--- src/rtl/uart_rx_byte_if.sv ---
// Signal bundle between the 8N1 receiver and its consumers: raw line in, byte/status out.
interface uart_rx_byte_if;
   logic       uart_rxd;
   logic [7:0] rx_data;
   logic       rx_valid;
   logic       frame_err;
   logic       rx_busy;

   modport master (input uart_rxd, output rx_data, output rx_valid, output frame_err, output rx_busy);
   modport slave  (output uart_rxd, input rx_data, input rx_valid, input frame_err, input rx_busy);
endinterface

--- src/rtl/uart_rx_byte.sv ---
// 8N1 UART receiver: synchronises RXD, samples at bit centre, pulses rx_valid or frame_err.
// Optional UART_RX_MAJORITY_EN: 2-of-3 vote around each sample point, decision one clk later.
//
// state   | meaning
// S_IDLE  | line idle, waiting for rxd_s low
// S_START | timing to start-bit centre, rejects glitches
// S_DATA  | sampling 8 data bits LSB first
// S_STOP  | sampling stop bit
// S_BREAK | stop bit was low, waiting for line high
module uart_rx_byte #(
   parameter int CLK_FREQ_HZ = 200_000_000,
   parameter int BAUD_RATE   = 115_200
) (
   input  logic             clk,
   input  logic             rst_n,
   uart_rx_byte_if.master   bus
);
   localparam int CLKS_PER_BIT = CLK_FREQ_HZ / BAUD_RATE;
   localparam int CNT_W        = (CLKS_PER_BIT > 1) ? $clog2(CLKS_PER_BIT) : 1;
   localparam logic [CNT_W-1:0] C_HALF = CNT_W'(CLKS_PER_BIT / 2 - 1);
   localparam logic [CNT_W-1:0] C_LAST = CNT_W'(CLKS_PER_BIT - 1);

   generate
      if (CLKS_PER_BIT < 8) begin : g_cpb_check
         $error("uart_rx_byte: CLKS_PER_BIT must be at least 8");
      end
   endgenerate

   typedef enum logic [2:0] {S_IDLE, S_START, S_DATA, S_STOP, S_BREAK} state_t;

   state_t           r_state, w_state_nxt;
   logic             r_sync1, r_sync2;
   logic             w_rxd_s;
   logic [CNT_W-1:0] r_clk_cnt, w_clk_cnt_nxt, w_cnt_inc, w_cnt_after_start;
   logic [2:0]       r_bit_cnt, w_bit_cnt_nxt;
   logic [7:0]       r_shift, w_shift_nxt;
   logic [7:0]       r_rx_data, w_rx_data_nxt;
   logic             r_rx_valid, w_rx_valid_nxt;
   logic             r_frame_err, w_frame_err_nxt;
   logic             w_at_point, w_samp_evt, w_samp_val;

   assign w_rxd_s = r_sync2;

   always_ff @(posedge clk or negedge rst_n) begin
      if (!rst_n) begin
         r_sync1 <= 1'b1;
         r_sync2 <= 1'b1;
      end else begin
         r_sync1 <= bus.uart_rxd;
         r_sync2 <= r_sync1;
      end
   end

   always_comb begin
      w_at_point = 1'b0;
      if (r_state == S_START)
         w_at_point = (r_clk_cnt == C_HALF);
      else if (r_state == S_DATA || r_state == S_STOP)
         w_at_point = (r_clk_cnt == C_LAST);
   end

   assign w_cnt_inc = (r_clk_cnt == C_LAST) ? '0 : r_clk_cnt + 1'b1;

`ifdef UART_RX_MAJORITY_EN
   // Vote uses rxd_s at point-1 (r_d2), point (r_d1) and point+1 (live); counter keeps free-running
   logic r_d1, r_d2, r_pend;
   always_ff @(posedge clk or negedge rst_n) begin
      if (!rst_n) begin
         r_d1   <= 1'b1;
         r_d2   <= 1'b1;
         r_pend <= 1'b0;
      end else begin
         r_d1   <= w_rxd_s;
         r_d2   <= r_d1;
         r_pend <= w_at_point;
      end
   end
   assign w_samp_evt        = r_pend;
   assign w_samp_val        = (r_d2 & r_d1) | (r_d2 & w_rxd_s) | (r_d1 & w_rxd_s);
   assign w_cnt_after_start = CNT_W'(1);
`else
   assign w_samp_evt        = w_at_point;
   assign w_samp_val        = w_rxd_s;
   assign w_cnt_after_start = '0;
`endif

   always_comb begin
      w_state_nxt     = r_state;
      w_clk_cnt_nxt   = w_cnt_inc;
      w_bit_cnt_nxt   = r_bit_cnt;
      w_shift_nxt     = r_shift;
      w_rx_data_nxt   = r_rx_data;
      w_rx_valid_nxt  = 1'b0;
      w_frame_err_nxt = 1'b0;
      case (r_state)
         S_IDLE: begin
            w_clk_cnt_nxt = '0;
            if (!w_rxd_s) w_state_nxt = S_START;
         end
         S_START: begin
            if (w_samp_evt) begin
               if (!w_samp_val) begin
                  w_state_nxt   = S_DATA;
                  w_clk_cnt_nxt = w_cnt_after_start;
                  w_bit_cnt_nxt = 3'd0;
               end else begin
                  w_state_nxt   = S_IDLE;
                  w_clk_cnt_nxt = '0;
               end
            end
         end
         S_DATA: begin
            if (w_samp_evt) begin
               w_shift_nxt = {w_samp_val, r_shift[7:1]};
               if (r_bit_cnt == 3'd7) w_state_nxt = S_STOP;
               else                   w_bit_cnt_nxt = r_bit_cnt + 3'd1;
            end
         end
         S_STOP: begin
            if (w_samp_evt) begin
               if (w_samp_val) begin
                  w_rx_data_nxt  = r_shift;
                  w_rx_valid_nxt = 1'b1;
                  w_state_nxt    = S_IDLE;
               end else begin
                  w_frame_err_nxt = 1'b1;
                  w_state_nxt     = S_BREAK;
               end
            end
         end
         S_BREAK: begin
            w_clk_cnt_nxt = '0;
            if (w_rxd_s) w_state_nxt = S_IDLE;
         end
         default: begin
            w_state_nxt   = S_IDLE;
            w_clk_cnt_nxt = '0;
         end
      endcase
   end

   always_ff @(posedge clk or negedge rst_n) begin
      if (!rst_n) begin
         r_state     <= S_IDLE;
         r_clk_cnt   <= '0;
         r_bit_cnt   <= 3'd0;
         r_shift     <= 8'h00;
         r_rx_data   <= 8'h00;
         r_rx_valid  <= 1'b0;
         r_frame_err <= 1'b0;
      end else begin
         r_state     <= w_state_nxt;
         r_clk_cnt   <= w_clk_cnt_nxt;
         r_bit_cnt   <= w_bit_cnt_nxt;
         r_shift     <= w_shift_nxt;
         r_rx_data   <= w_rx_data_nxt;
         r_rx_valid  <= w_rx_valid_nxt;
         r_frame_err <= w_frame_err_nxt;
      end
   end

   assign bus.rx_data   = r_rx_data;
   assign bus.rx_valid  = r_rx_valid;
   assign bus.frame_err = r_frame_err;
   assign bus.rx_busy   = (r_state != S_IDLE);
endmodule

--- src/flat_wrapper.sv ---
// flat-port wrapper written by rule: the top's interface ports become plain ports
module uart_rx_byte_flat 
#(
   parameter int CLK_FREQ_HZ = 200_000_000,
   parameter int BAUD_RATE   = 115_200
)
  (clk, rst_n, bus_uart_rxd, bus_rx_data, bus_rx_valid, bus_frame_err, bus_rx_busy);
  uart_rx_byte_if bus_i ();
  input  logic clk;
  input  logic rst_n;
  input wire logic [$bits(bus_i.uart_rxd)-1:0] bus_uart_rxd;
  output wire logic [$bits(bus_i.rx_data)-1:0] bus_rx_data;
  output wire logic [$bits(bus_i.rx_valid)-1:0] bus_rx_valid;
  output wire logic [$bits(bus_i.frame_err)-1:0] bus_frame_err;
  output wire logic [$bits(bus_i.rx_busy)-1:0] bus_rx_busy;
  assign bus_i.uart_rxd = bus_uart_rxd;
  assign bus_rx_data = bus_i.rx_data;
  assign bus_rx_valid = bus_i.rx_valid;
  assign bus_frame_err = bus_i.frame_err;
  assign bus_rx_busy = bus_i.rx_busy;
  uart_rx_byte #(.CLK_FREQ_HZ(CLK_FREQ_HZ), .BAUD_RATE(BAUD_RATE)) u_core (.clk(clk), .rst_n(rst_n), .bus(bus_i));
endmodule
--- config.mk ---
export PLATFORM = sky130hd
export DESIGN_NAME = uart_rx_byte_flat
export DESIGN_NICKNAME = d
export VERILOG_FILES = /design/src/rtl/uart_rx_byte_if.sv /design/src/rtl/uart_rx_byte.sv /design/src/flat_wrapper.sv
export SDC_FILE = /design/constraint.sdc
export NUM_CORES = 1
export LEC_CHECK = 0
export ABC_CLOCK_PERIOD_IN_PS = 1550
export CORE_AREA = 8 8 53 87
export DETAILED_ROUTE_END_ITERATION = 10
export DIE_AREA = 0 0 61 95
export HOLD_SLACK_MARGIN = 0.05
export PLACE_DENSITY = 0.72
export REMOVE_ABC_BUFFERS = 1
export SLEW_MARGIN = 20
export SYNTH_ARGS = -nofsm -noshare
export SYNTH_HDL_FRONTEND = slang
export SYNTH_SLANG_ARGS = --single-unit
--- constraint.sdc ---
create_clock -name clk -period 1.55 [get_ports clk]
set_input_delay 0.31 -clock clk [delete_from_list [all_inputs] [get_ports clk]]
set_output_delay 0.31 -clock clk [all_outputs]
set_load 0.005 [all_outputs]
# After elaboration in Yosys (flattened, before gate mapping)
# Index checks and enable logic that the tools add are counted.
# totals
ff_bits	37
latchBits	0
ramBits	0
mem_bits_ro	0
input_bits	3
out_inout_bits	11
wordCells	60
n_memories	0
# classes
addsub	2
mul	0
div	0
order_cmp	0
n_eq_ne	15
n_shift	0
mux	25
bitwise_logic	0
reduce_logical	9
# ops
op	count
$mux W3	11
$mux W11	2
$pmux W11 S2	1
$pmux W3 S5	1
$add A11 B1 Y11 const B	1
$eq A11 B10 Y1 const B	1
$eq A11 B11 Y1 const B	1
$mux W1	8
$ne A2 B1 Y1 const B	4
$ne A2 B2 Y1 const B	4
$eq A3 B2 Y1 const B	2
$eq A3 B3 Y1 const B	2
$pmux W3 S2	1
$reduce_and A6 Y1	1
$reduce_and A5 Y1	1
$add A3 B1 Y3 const B	1
$eq A3 B1 Y1 const B	1
$logic_not A3 Y1	1
$reduce_and A3 Y1	1
$reduce_bool A3 Y1	1
$mux W2	1
$reduce_and A2 Y1	1
$reduce_bool A2 Y1	1
$reduce_or A2 Y1	1
$logic_or A1 B1 Y1	1

# Logic depth before layout (Yosys ltp)
# Gate-level depths: netlist (run 1).
# depth
word_depth	6
ltp_mapped	6
depth_no_buf	5

# Least setup slack after synthesis (run 1)
# No wires, ideal clock.
# synth_path
path_kind	register to register
from	register u_core.r_clk_cnt[0]
to	register u_core.r_rx_data[0], in the netlist u_core.bus.rx_data[0]
arrival_ps	1589
required_ps	1425
slack_ps	-163
path_stages_with_launch	6
n_path_buf	0
path_cell_list	dfrtp_1 ha_1 and3_2 nand2_4 nor3_4 mux2_2
# synth_via
elab_chain_cells	4
elab_cells_between_ends	5
cone_classes	eq/ne: 2; mux: 2; reduce/logical: 1
# synth_lines
item	line	rtl
start, declared	uart_rx_byte.sv:34	logic [CNT_W-1:0] r_clk_cnt, w_clk_cnt_nxt, w_cnt_inc, w_cnt_after_start;
start signal, assigned	uart_rx_byte.sv:153	r_clk_cnt <= w_clk_cnt_nxt;
$eq A11 B11 Y1	uart_rx_byte.sv:59	w_at_point = (r_clk_cnt == C_LAST);
$mux W1	uart_rx_byte.sv:58	else if (r_state == S_DATA || r_state == S_STOP)
$mux W1 *	uart_rx_byte.sv:56	if (r_state == S_START)
$reduce_and A3 Y1 (no line) *	--	
end signal, assigned	uart_rx_byte.sv:156	r_rx_data <= w_rx_data_nxt;
end, declared	uart_rx_byte.sv:37	logic [7:0] r_rx_data, w_rx_data_nxt;
# Mark *: on every way between the ends. The rest lies on a longest branch, timed or not.
# A chain may end at the register's enable or synchronous reset.

# Worst setup path in the final report (run 1)
# layout_path
from	register u_core.r_clk_cnt[2]
to	register u_core.r_clk_cnt[10]
# layout_via
elab_chain_cells	5
elab_cells_between_ends	8
cone_classes	add/sub: 1; eq/ne: 2; mux: 5
# layout_lines
item	line	rtl
parallel branches: the longest is 4 deep, another holds $add A11 B1 Y11	--	
$pmux W11 S2 *	uart_rx_byte.sv:95	case (r_state)
named net u_core.w_clk_cnt_nxt[10]	uart_rx_byte.sv:34	
# Mark *: on every way through the listed nets, which the timed path passes.

==> results of run 1 <==
[routing by layer]
metal | global-route usage | part of all wire | vias up
met4 | 0.09393 | 0.042 | 0
li1 | - | - | 587
met1 | 0.1611 | 0.39 | 647
met3 | 0.03270 | 0.031 | 16
met2 | 0.2766 | 0.54 | 34
met5 | 0 | 0 | -
[layout make-up]
| cell class | count | area (um2) |
|---|---|---|
| Sequential cell | 37 | 928.4 |
| Fill cell | 232 | 1025 |
| Multi-Input combinational cell | 95 | 865.8 |
| Tap cell | 45 | 56.30 |
| Timing Repair Buffer | 45 | 414.1 |
| Clock buffer | 7 | 96.34 |
| Clock inverter | 1 | 5.005 |
| Inverter | 2 | 7.507 |
[cell usage after synthesis (2+ instances only)]
master    count  area share
dfstp_2       2       0.031
a21oi_1       4       0.012
nor3_1        7       0.021
xnor2_1       2       0.010
o211ai_1      2      0.0089
dfrtp_1      35        0.52
or3_1         2      0.0074
nor3b_1       2      0.0089
or3b_2        2       0.010
nand2_1       6       0.013
ha_1          3       0.022
inv_1         2      0.0045
mux2_2       16        0.11
and3_2        2      0.0089
nor2_1       11       0.025
nand3_1       4       0.012
buf_4         2      0.0089
xor2_1        7       0.036
nand4_1       4       0.015
[critical path, stage by stage, from the launching register on]
cell and delay [ns]:
dfrtp_1 0.41, nor4bb_2 0.37, nand4_1 0.15, buf_6 0.16, buf_6 0.12, a21oi_4 0.13
buf_6 0.17, nor3_2 0.05
[per-stage QoR]
step	util	setup WS, ns	power (mW)	TNS, ns
2_1_floorplan	-	-0.3554	0.9912	-3.264
3_3_place_gp	0.6060	-0.1421	1.022	-3.005
3_5_place_dp	0.6060	-0.1683	1.023	-3.499
4_1_cts	0.6889	-0.1087	1.755	-2.047
5_1_grt	0.6985	-0.1885	1.790	-3.951
6_report	0.6985	-0.1321	1.737	-2.222
[power by group through the flow]
| stage | Clock (mW) | Combinational (mW) | Sequential, mW |
|---|---|---|---|
| after floorplan | 0 | 0.000551 | 0.991 |
| after global placement | 0 | 0.0328 | 0.989 |
| after detailed placement | 0 | 0.0337 | 0.989 |
| after CTS | 0.749 | 0.0363 | 0.971 |
| after global routing | 0.778 | 0.0414 | 0.970 |
| final | 0.731 | 0.0353 | 0.971 |
[registers in the layout, summed over array words and instances, names as in the netlist]
name / flops
u_core.r_clk_cnt: 11
u_core.bus.rx_valid: 1
u_core.r_bit_cnt: 3
u_core.r_shift: 8
u_core.bus.frame_err: 1
u_core.bus.rx_data: 8
u_core.r_sync1: 1
u_core.r_state: 3
u_core.r_sync2: 1
[how the worst max path moves through the flow]
stage,startpoint,slack [ns],depth (start not counted),endpoint
2_1_floorplan,u_core.r_clk_cnt[0]$_DFF_PN0_,-0.36,5,u_core.r_bit_cnt[1]$_DFFE_PN0P_
3_3_place_gp,u_core.r_clk_cnt[2]$_DFF_PN0_,-0.14,4,u_core.r_bit_cnt[2]$_DFFE_PN0P_
3_5_place_dp,u_core.r_clk_cnt[2]$_DFF_PN0_,-0.17,4,u_core.r_bit_cnt[0]$_DFFE_PN0P_
4_1_cts,u_core.r_clk_cnt[8]$_DFF_PN0_,-0.11,5,u_core.bus.rx_data[2]$_DFFE_PN0P_
5_1_grt,u_core.r_clk_cnt[2]$_DFF_PN0_,-0.19,7,u_core.r_clk_cnt[10]$_DFF_PN0_
6_report,u_core.r_clk_cnt[2]$_DFF_PN0_,-0.13,7,u_core.r_clk_cnt[10]$_DFF_PN0_
[what timing repair did]
| action | CTS | global route |
|---|---|---|
| hold buffers | 1 | 0 |
| endpoints found under the hold margin | 18 | 0 |
| gates resized for setup | 37 | 6 |
| buffers inserted | 4 | 1 |
| cloned | 0 | 0 |
| pin swaps | 18 | 9 |
| endpoints found under the setup margin | 32 | 33 |
[cells by family (layout without fill, tap and decap cells)]
kind of cell,count (synthesis),after routing,share of synthesized area
simple gates,56,56,0.2046
xor+xnor,9,9,0.04688
compound gates,11,11,0.04836
flops,37,37,0.5521
buf+inv,6,55,0.01860
fa+ha+maj,3,3,0.02232
mux,16,16,0.1071
==> flow_metrics.tcl, run 1 <==
set metrics [dict create \
    status "finished, violations left" \
    failed_checks "setup timing" \
    dp_cells 218 \
    switchingPower_uw 354.2 \
    ir_worst_vdd_mv 0.8857 \
    cts_tree "built" \
    cp_max_fo 7 \
    first_iter_violations 24 \
    maxCapViolations 0 \
    worstPathArrival_ns 1.84 \
    routed_wl_um 4005 \
    start_util 0.4948 \
    synth-seq-cells 37 \
    grt_util_all_layers 0.1570 \
    clk_latency_ns 0.28 \
    hold_ws_ns 0.3517 \
    hpwl_um 2773 \
    synth-edff-count 0 \
    htreeDepth 2 \
    ys_types 42 \
    antenna_found_initial 0 \
    place.gp.congestion 0.8238 \
    criticalPathCategory "reg2reg" \
    fin_skew_ns 0.005461 \
    clock_sinks 37 \
    hold_viol_final 0 \
    worst_slew_pin_slew_ns 0.4433 \
    grt_setup_unrepaired "true" \
    hold_start "u_core.r_sync1$_DFF_PN1_" \
    num_rows 28 \
    grt_pass1_wl_um 6803 \
    min_path_type "reg2reg" \
    grt-ovfl-total 0 \
    combPwrFrac 0.020 \
    intPower_mw 1.383 \
    setup_viol 30 \
    fin_nets 192 \
    final_cells 232 \
    die_h_um 95 \
    core_area_um2 3398 \
    numCtsBuffers 5 \
    postSynth.asyncResetShare 1.000 \
    avgRoutedWirePerCell_um 17.26 \
    powerDensity_nw_per_um2 731.9 \
    final_cell_mix "dfrtp_1 (35), buf_4 (22), nor2_1 (11), clkdlybuf4s50_1 (11)" \
    ios 14 \
    die_area_um2 5795 \
    cts_max_path_buffers 2 \
    fp.dieW_um 61 \
    drtAntennaViolNets 0 \
    vias 1284 \
    fin_crit_ns 1.682 \
    leakagePower_nw 1.098 \
    ys_seq_area_frac 0.5521 \
    end_kind "flop" \
    rr_endpoint "u_core.r_clk_cnt[10]$_DFF_PN0_" \
    maxSlewViolCount 0 \
    syn_area_per_cell_um2 12.19 \
    netlist_area_um2 1682 \
    drive_above_1_share 0.4706 \
    grt_max_degree 20 \
    vias_per_cell 5.534 \
    area_growth_pct 41.15 \
    ys.flop_type "dfrtp_1" \
    cp.required_ns 1.71 \
    grt_pass1_vias 1417 \
    setup_ws_ns -0.1321 \
    ys.warnings.count 0 \
    fmax_mhz 594.5 \
    finalCritPeriodShare 1.085 \
    cts_root_buf "clkbuf_8" \
    clkPwrFrac 0.421 \
    fin_area_um2 2374 \
    num_antenna_cells 0 \
    p_seq_frac 0.559 \
    regToRegSetupSlack_ns -0.13 \
    reg2reg_from "u_core.r_clk_cnt[2]$_DFF_PN0_" \
    drc_errors 0 \
    holdPathStages 0 \
    clk_pin_slew_ns 0.07 \
    whs_endpoint "u_core.r_sync2$_DFF_PN1_" \
    dr.pass1.iters 4 \
    relSlewSlack 0.7045 \
    placed_area_um2 2059 \
    netlist_instances 138 \
    swShare 0.2039 \
    numPortBuffers 13 \
    worstSetupStartpointType "flop" \
    final_common_cell "dfrtp_1" \
    reg2reg_depth 7 \
]
Power figures use the tool's default switching activity.
==> run 2: changes to the inputs <==
Settings changed: CTS_CLUSTER_DIAMETER from default to 100, GPL_TIMING_DRIVEN from default to 0.
==> run 2 against run 1 <==
  * The run still ends with setup timing left
  * Sequential share of layout area up 1.8 points
  * Sequential power about the same
  * Critical path type unchanged
  * Combinational power decreased by 7.4%
  * Utilization fell by 2.6 points
==> flow_metrics.tcl, run 2 (same netlist as run 1, synthesis figures left out) <==
set metrics [dict create \
    largest_reg_flops 11 \
    fin_tns_setup_ns -1.636 \
    reg2reg_depth 5 \
    cts_root_buf "clkbuf_8" \
    setup_viol 22 \
    fin_area_um2 2286 \
    status "finished, violations left" \
    final_common_cell "dfrtp_1" \
    ios 14 \
    finalCritPeriodShare 1.076 \
    setup_ws_ns -0.1174 \
    fmax_mhz 599.7 \
    min_path_type "reg2reg" \
    worst_slew_pin_slew_ns 0.4078 \
    antenna_found_initial 0 \
    maxSlewViolCount 0 \
    placed_area_um2 1867 \
    core_area_um2 3398 \
    end_kind "flop" \
    grt_pass1_wl_um 6051 \
    drtAntennaViolNets 0 \
    ir_worst_vdd_mv 0.6246 \
    cp.required_ns 1.72 \
    area_growth_pct 35.94 \
    leakagePower_nw 1.048 \
    num_rows 28 \
    final_cell_mix "dfrtp_1 (30), buf_4 (18), clkdlybuf4s50_1 (11)" \
    place_ws_ns -0.7117 \
    fp.dieW_um 61 \
    drc_errors 0 \
    start_util 0.4948 \
    drive_above_1_share 0.4444 \
    numPortBuffers 13 \
    die_h_um 95 \
    fin_nets 185 \
    worstSetupStartpointType "flop" \
    p_seq_frac 0.592 \
    switchingPower_uw 350.0 \
    regMostFlops "u_core.r_clk_cnt" \
    fin_crit_ns 1.667 \
    grt-ovfl-total 0 \
    place.gp.congestion 0.8259 \
    vias_per_cell 5.800 \
    vias 1305 \
    hpwl_um 2284 \
    dr.pass1.iters 4 \
    grt_pass1_vias 1338 \
    grt_util_all_layers 0.1389 \
    cts_tree "built" \
    criticalPathCategory "reg2reg" \
    first_iter_violations 42 \
    cp_max_fo 5 \
    worstPathArrival_ns 1.84 \
    die_area_um2 5795 \
    cts_max_path_buffers 2 \
    clkPwrFrac 0.388 \
    clk_latency_ns 0.28 \
    fin_skew_ns 0.005451 \
    num_antenna_cells 0 \
    relSlewSlack 0.7282 \
    intPower_mw 1.293 \
    swShare 0.2130 \
    combPwrFrac 0.020 \
    avgRoutedWirePerCell_um 17.17 \
    grt_setup_unrepaired "true" \
    numCtsBuffers 5 \
    routed_wl_um 3864 \
    failed_checks "setup timing" \
    grt_max_degree 23 \
    hold_viol_final 0 \
    powerDensity_nw_per_um2 718.8 \
    holdPathStages 0 \
    htreeDepth 2 \
    maxCapViolations 0 \
    clk_pin_slew_ns 0.07 \
    clock_sinks 37 \
]
-- run 2: changes by cell type in the layout (fill, tap and decap cells not counted), sizes merged --
| cell | delta |
|---|---|
| clkbuf | -1 |
| buf | -7 |
| clkinv | +1 |
-- run 2: final timing paths --
kind                                                    start                             to  slack, ns
worst max-delay path            u_core.r_clk_cnt[3]$_DFF_PN0_  u_core.r_shift[1]$_DFFE_PN0P_      -0.12
worst min-delay path                 u_core.r_sync1$_DFF_PN1_       u_core.r_sync2$_DFF_PN1_       0.36
worst max register to register  u_core.r_clk_cnt[3]$_DFF_PN0_  u_core.r_shift[1]$_DFFE_PN0P_      -0.12
worst min register to register       u_core.r_sync1$_DFF_PN1_       u_core.r_sync2$_DFF_PN1_       0.36
max in group asynchronous                               rst_n       u_core.r_sync1$_DFF_PN1_       0.54
min in group asynchronous                               rst_n  u_core.r_clk_cnt[0]$_DFF_PN0_       0.49
-- run 2: repair_timing --
action,in CTS,in global routing
pin swaps,11,9
hold buffers,1,0
resized for setup,26,13
buffers inserted,19,5
setup endpoints to repair,32,33
endpoints found under the hold margin,15,0
-- run 2: power by group through the flow --
stage | logic [mW] | registers, mW | clock network [mW]
3_5_place_dp | 0.0325 | 0.991 | 0
6_report | 0.0327 | 0.973 | 0.637
4_1_cts | 0.0340 | 0.973 | 0.660
3_3_place_gp | 0.0240 | 0.991 | 0
5_1_grt | 0.0374 | 0.973 | 0.691
2_1_floorplan | 0.000551 | 0.991 | 0
-- run 2: critical path: stages (launching register included) --
cell	delay, ns
dfrtp_2	0.43
nor3b_4	0.24
buf_4	0.15
nand4_1	0.22
buf_6	0.22
mux2_4	0.29
-- run 2: final cells by class --
cell class | count | area, um2
Clock inverter | 2 | 10.01
Multi-Input combinational cell | 95 | 847.1
Fill cell | 254 | 1112
Clock buffer | 6 | 72.57
Tap cell | 45 | 56.30
Inverter | 2 | 7.507
Timing Repair Buffer | 38 | 357.8
Sequential cell | 37 | 934.6
-- run 2: layer usage --
metal / part of all wire / vias to the layer above / GRT usage
met2: 0.55 / 53 / 0.2438
met1: 0.37 / 662 / 0.1376
met3: 0.051 / 14 / 0.04087
met4: 0.032 / 0 / 0.08023
li1: - / 576 / -
met5: 0 / - / 0
-- run 2: stage by stage --
step                      hold WS [ns]  total power, mW  std cells  utilization
final                           0.3575            1.643        225       0.6727
after global routing            0.3660            1.702        225       0.6727
after CTS                       0.3586            1.667        221       0.6473
after detailed placement        0.2612            1.024        193       0.5493
after global placement          0.3459            1.015        192       0.5427
after floorplan                0.01441           0.9912        134            -
==> RTL edit, RTL diff (config.mk and constraints of run 1) <==
Add a define of `UART_RX_MAJORITY_EN`.
--- a/src/rtl/uart_rx_byte.sv
+++ b/src/rtl/uart_rx_byte.sv
@@ -7,6 +7,8 @@
 // S_DATA  | sampling 8 data bits LSB first
 // S_STOP  | sampling stop bit
 // S_BREAK | stop bit was low, waiting for line high
+`define UART_RX_MAJORITY_EN
+
 module uart_rx_byte #(
    parameter int CLK_FREQ_HZ = 200_000_000,
    parameter int BAUD_RATE   = 115_200
Function: same outputs for any inputs over 10 cycles, from zero or initial values and one cycle with rst_n low; that may be too few to reach the edited logic, so the function may still have changed.
==> RTL edit against run 1 <==
Critical endpoint unchanged. Design area down 2.9%. Global-route usage decreased by 1.6 points. Sequential cell count rose by 3. Power up 11%. Setup slack improved by 0.15 ns. Synthesized area rose by 5.5%. Critical path depth down 3. Largest cell class unchanged. Combinational power up 35%. Largest power group unchanged. Clock skew shrank 0.00074 ns. Routed wire length is 5.8% lower.
==> RTL edit: results (changes against run 1) <==
[outcome]
status = finished, final reports clean  ; was finished, violations left

[final_layout]
fillers = 269  ; was 232
nNetsFinal = 188  ; was 192
drive_gt1_frac = 0.377  ; was 0.471
regMostFlops = u_core.r_clk_cnt  ; unchanged

[placement]
hpwl_mm = 2.60  ; was 2.77 mm
placedCellCount = 213  ; was 218
gp_congestion = 0.783  ; was 0.824
port_buffers = 13  ; unchanged
place_worst_setup_slack_ns = -0.0612  ; was -0.168 ns

[global_routing]
grt_pass1_vias = 1343  ; was 1417
grt_max_degree = 22  ; was 20
grt_pass1_wl_mm = 6.04  ; was 6.80 mm
grt.total_usage = 0.141  ; was 0.157

[critical_path]
cp_slowest_stage_delay_ns = 0.54  ; was 0.41 ns
cp.arrival_ns = 1.75  ; was 1.84 ns
crit_slowest_cell = or4_1  ; was dfrtp_1
worstRegToRegCells = 4  ; was 7
cp_max_fo = 3  ; was 7

[drt]
wl_per_cell_um = 16.5  ; was 17.3 um
wl_met2_mm = 2.17  ; was 2.16 mm
drt-total-wl_mm = 3.77  ; was 4.01 mm
via_per_inst = 5.65  ; was 5.53
dr_wl_met3_um = 137  ; was 123 um
drt_iter0_markers = 37  ; was 24

[pwr]
p_int_uw = 1550  ; was 1380 uW
p_leak_uw = 0.00103  ; was 0.00110 uW
power.total_uw = 1930  ; was 1740 uW
vdd_ir_drop_max_uv = 860  ; was 886 uV
netSwitchingFraction = 0.196  ; was 0.204

[synth]
ys_seq_area_frac = 0.567  ; was 0.552
yosys-top-cells-count = dfrtp_1, mux2_2, inv_1, nand3_1, o21ai_0  ; was dfrtp_1, mux2_2, nor2_1, nor3_1, xor2_1
syn_inst = 141  ; was 138
synth_area_leaders = dfrtp_1, mux2_2, dfstp_2, a211oi_1, ha_1  ; was dfrtp_1, mux2_2, xor2_1, dfstp_2, nor2_1
yosysUniqueCellTypes = 42  ; unchanged
synth_flop_cell = dfrtp_1  ; unchanged

[timing]
tightestPinTransition_ns = 0.488  ; was 0.443 ns
clock_skew_ns = 0.00472  ; was 0.00546 ns

[clock_network]
clock_latency_ns = 0.29

==> RTL edit: worst paths after layout <==
path | from | endpoint | slack [ns]
min in group asynchronous | rst_n | u_core.bus.rx_data[7] | 0.51
hold reg to reg | u_core.r_sync1 | u_core.r_sync2 | 0.36
hold / removal | u_core.r_sync1 | u_core.r_sync2 | 0.36
setup / recovery | u_core.r_clk_cnt[0] | u_core.r_clk_cnt[10] | 0.01
setup reg to reg | u_core.r_clk_cnt[0] | u_core.r_clk_cnt[10] | 0.01
max in group asynchronous | rst_n | u_core.r_state[0] | 0.56
==> RTL edit: cell families (layout without fill, tap and decap cells) <==
kind of cell | count (synthesis) | in the layout | synth area share
compound gates | 26 | 26 | 0.102
xor+xnor | 3 | 3 | 0.0148
fa+ha+maj | 4 | 4 | 0.0268
buf+inv | 12 | 54 | 0.0282
flops | 40 | 40 | 0.567
mux | 16 | 16 | 0.102
simple gates | 40 | 40 | 0.159
==> RTL edit: area by class of cell <==
| type | count | area (um2) | area share |
|---|---|---|---|
| Sequential cell | 40 | 1010 | 0.437 |
| Inverter | 8 | 30.0 | 0.0130 |
| Clock inverter | 2 | 35.0 | 0.0152 |
| Tap cell | 45 | 56.3 | 0.0244 |
| Clock buffer | 6 | 72.6 | 0.0315 |
| Multi-Input combinational cell | 89 | 766 | 0.332 |
| Timing Repair Buffer | 38 | 338 | 0.147 |
==> RTL edit: layer usage <==
layer,vias up,global-route usage
met5,-,0
met4,0,0.0724
met3,8,0.0368
met2,20,0.263
met1,657,0.133
li1,604,-
==> RTL edit: worst register-to-register path, cell delays in order (launching register included) <==
cell	delay, ns
dfrtp_1	0.36
ha_2	0.21
nand4_2	0.13
or4_1	0.54
a211oi_2	0.22
==> RTL edit: power groups by stage <==
stage                     logic [uW]  registers (uW)  clock network (uW)
final                           47.7            1060                 823
after global routing            53.5            1060                 888
after CTS                       47.5            1060                 846
after detailed placement        42.2            1080                   0
after global placement          40.6            1070                   0
after floorplan                 6.82            1070                   0
==> RTL edit: what timing repair did <==
action,4_1_cts,5_1_grt
hold buffers,1,0
resized for setup,8,8
endpoints found under the setup margin,6,11
pin swaps,1,1
setup buffers,6,0
hold endpoints to repair,15,0
==> RTL edit: metrics by stage <==
stage	util	cell area, um2
global route	0.678	2300
CTS	0.670	2280
finish	0.678	2300
floorplan	-	1750
detailed placement	0.613	2080
global placement	0.613	2080
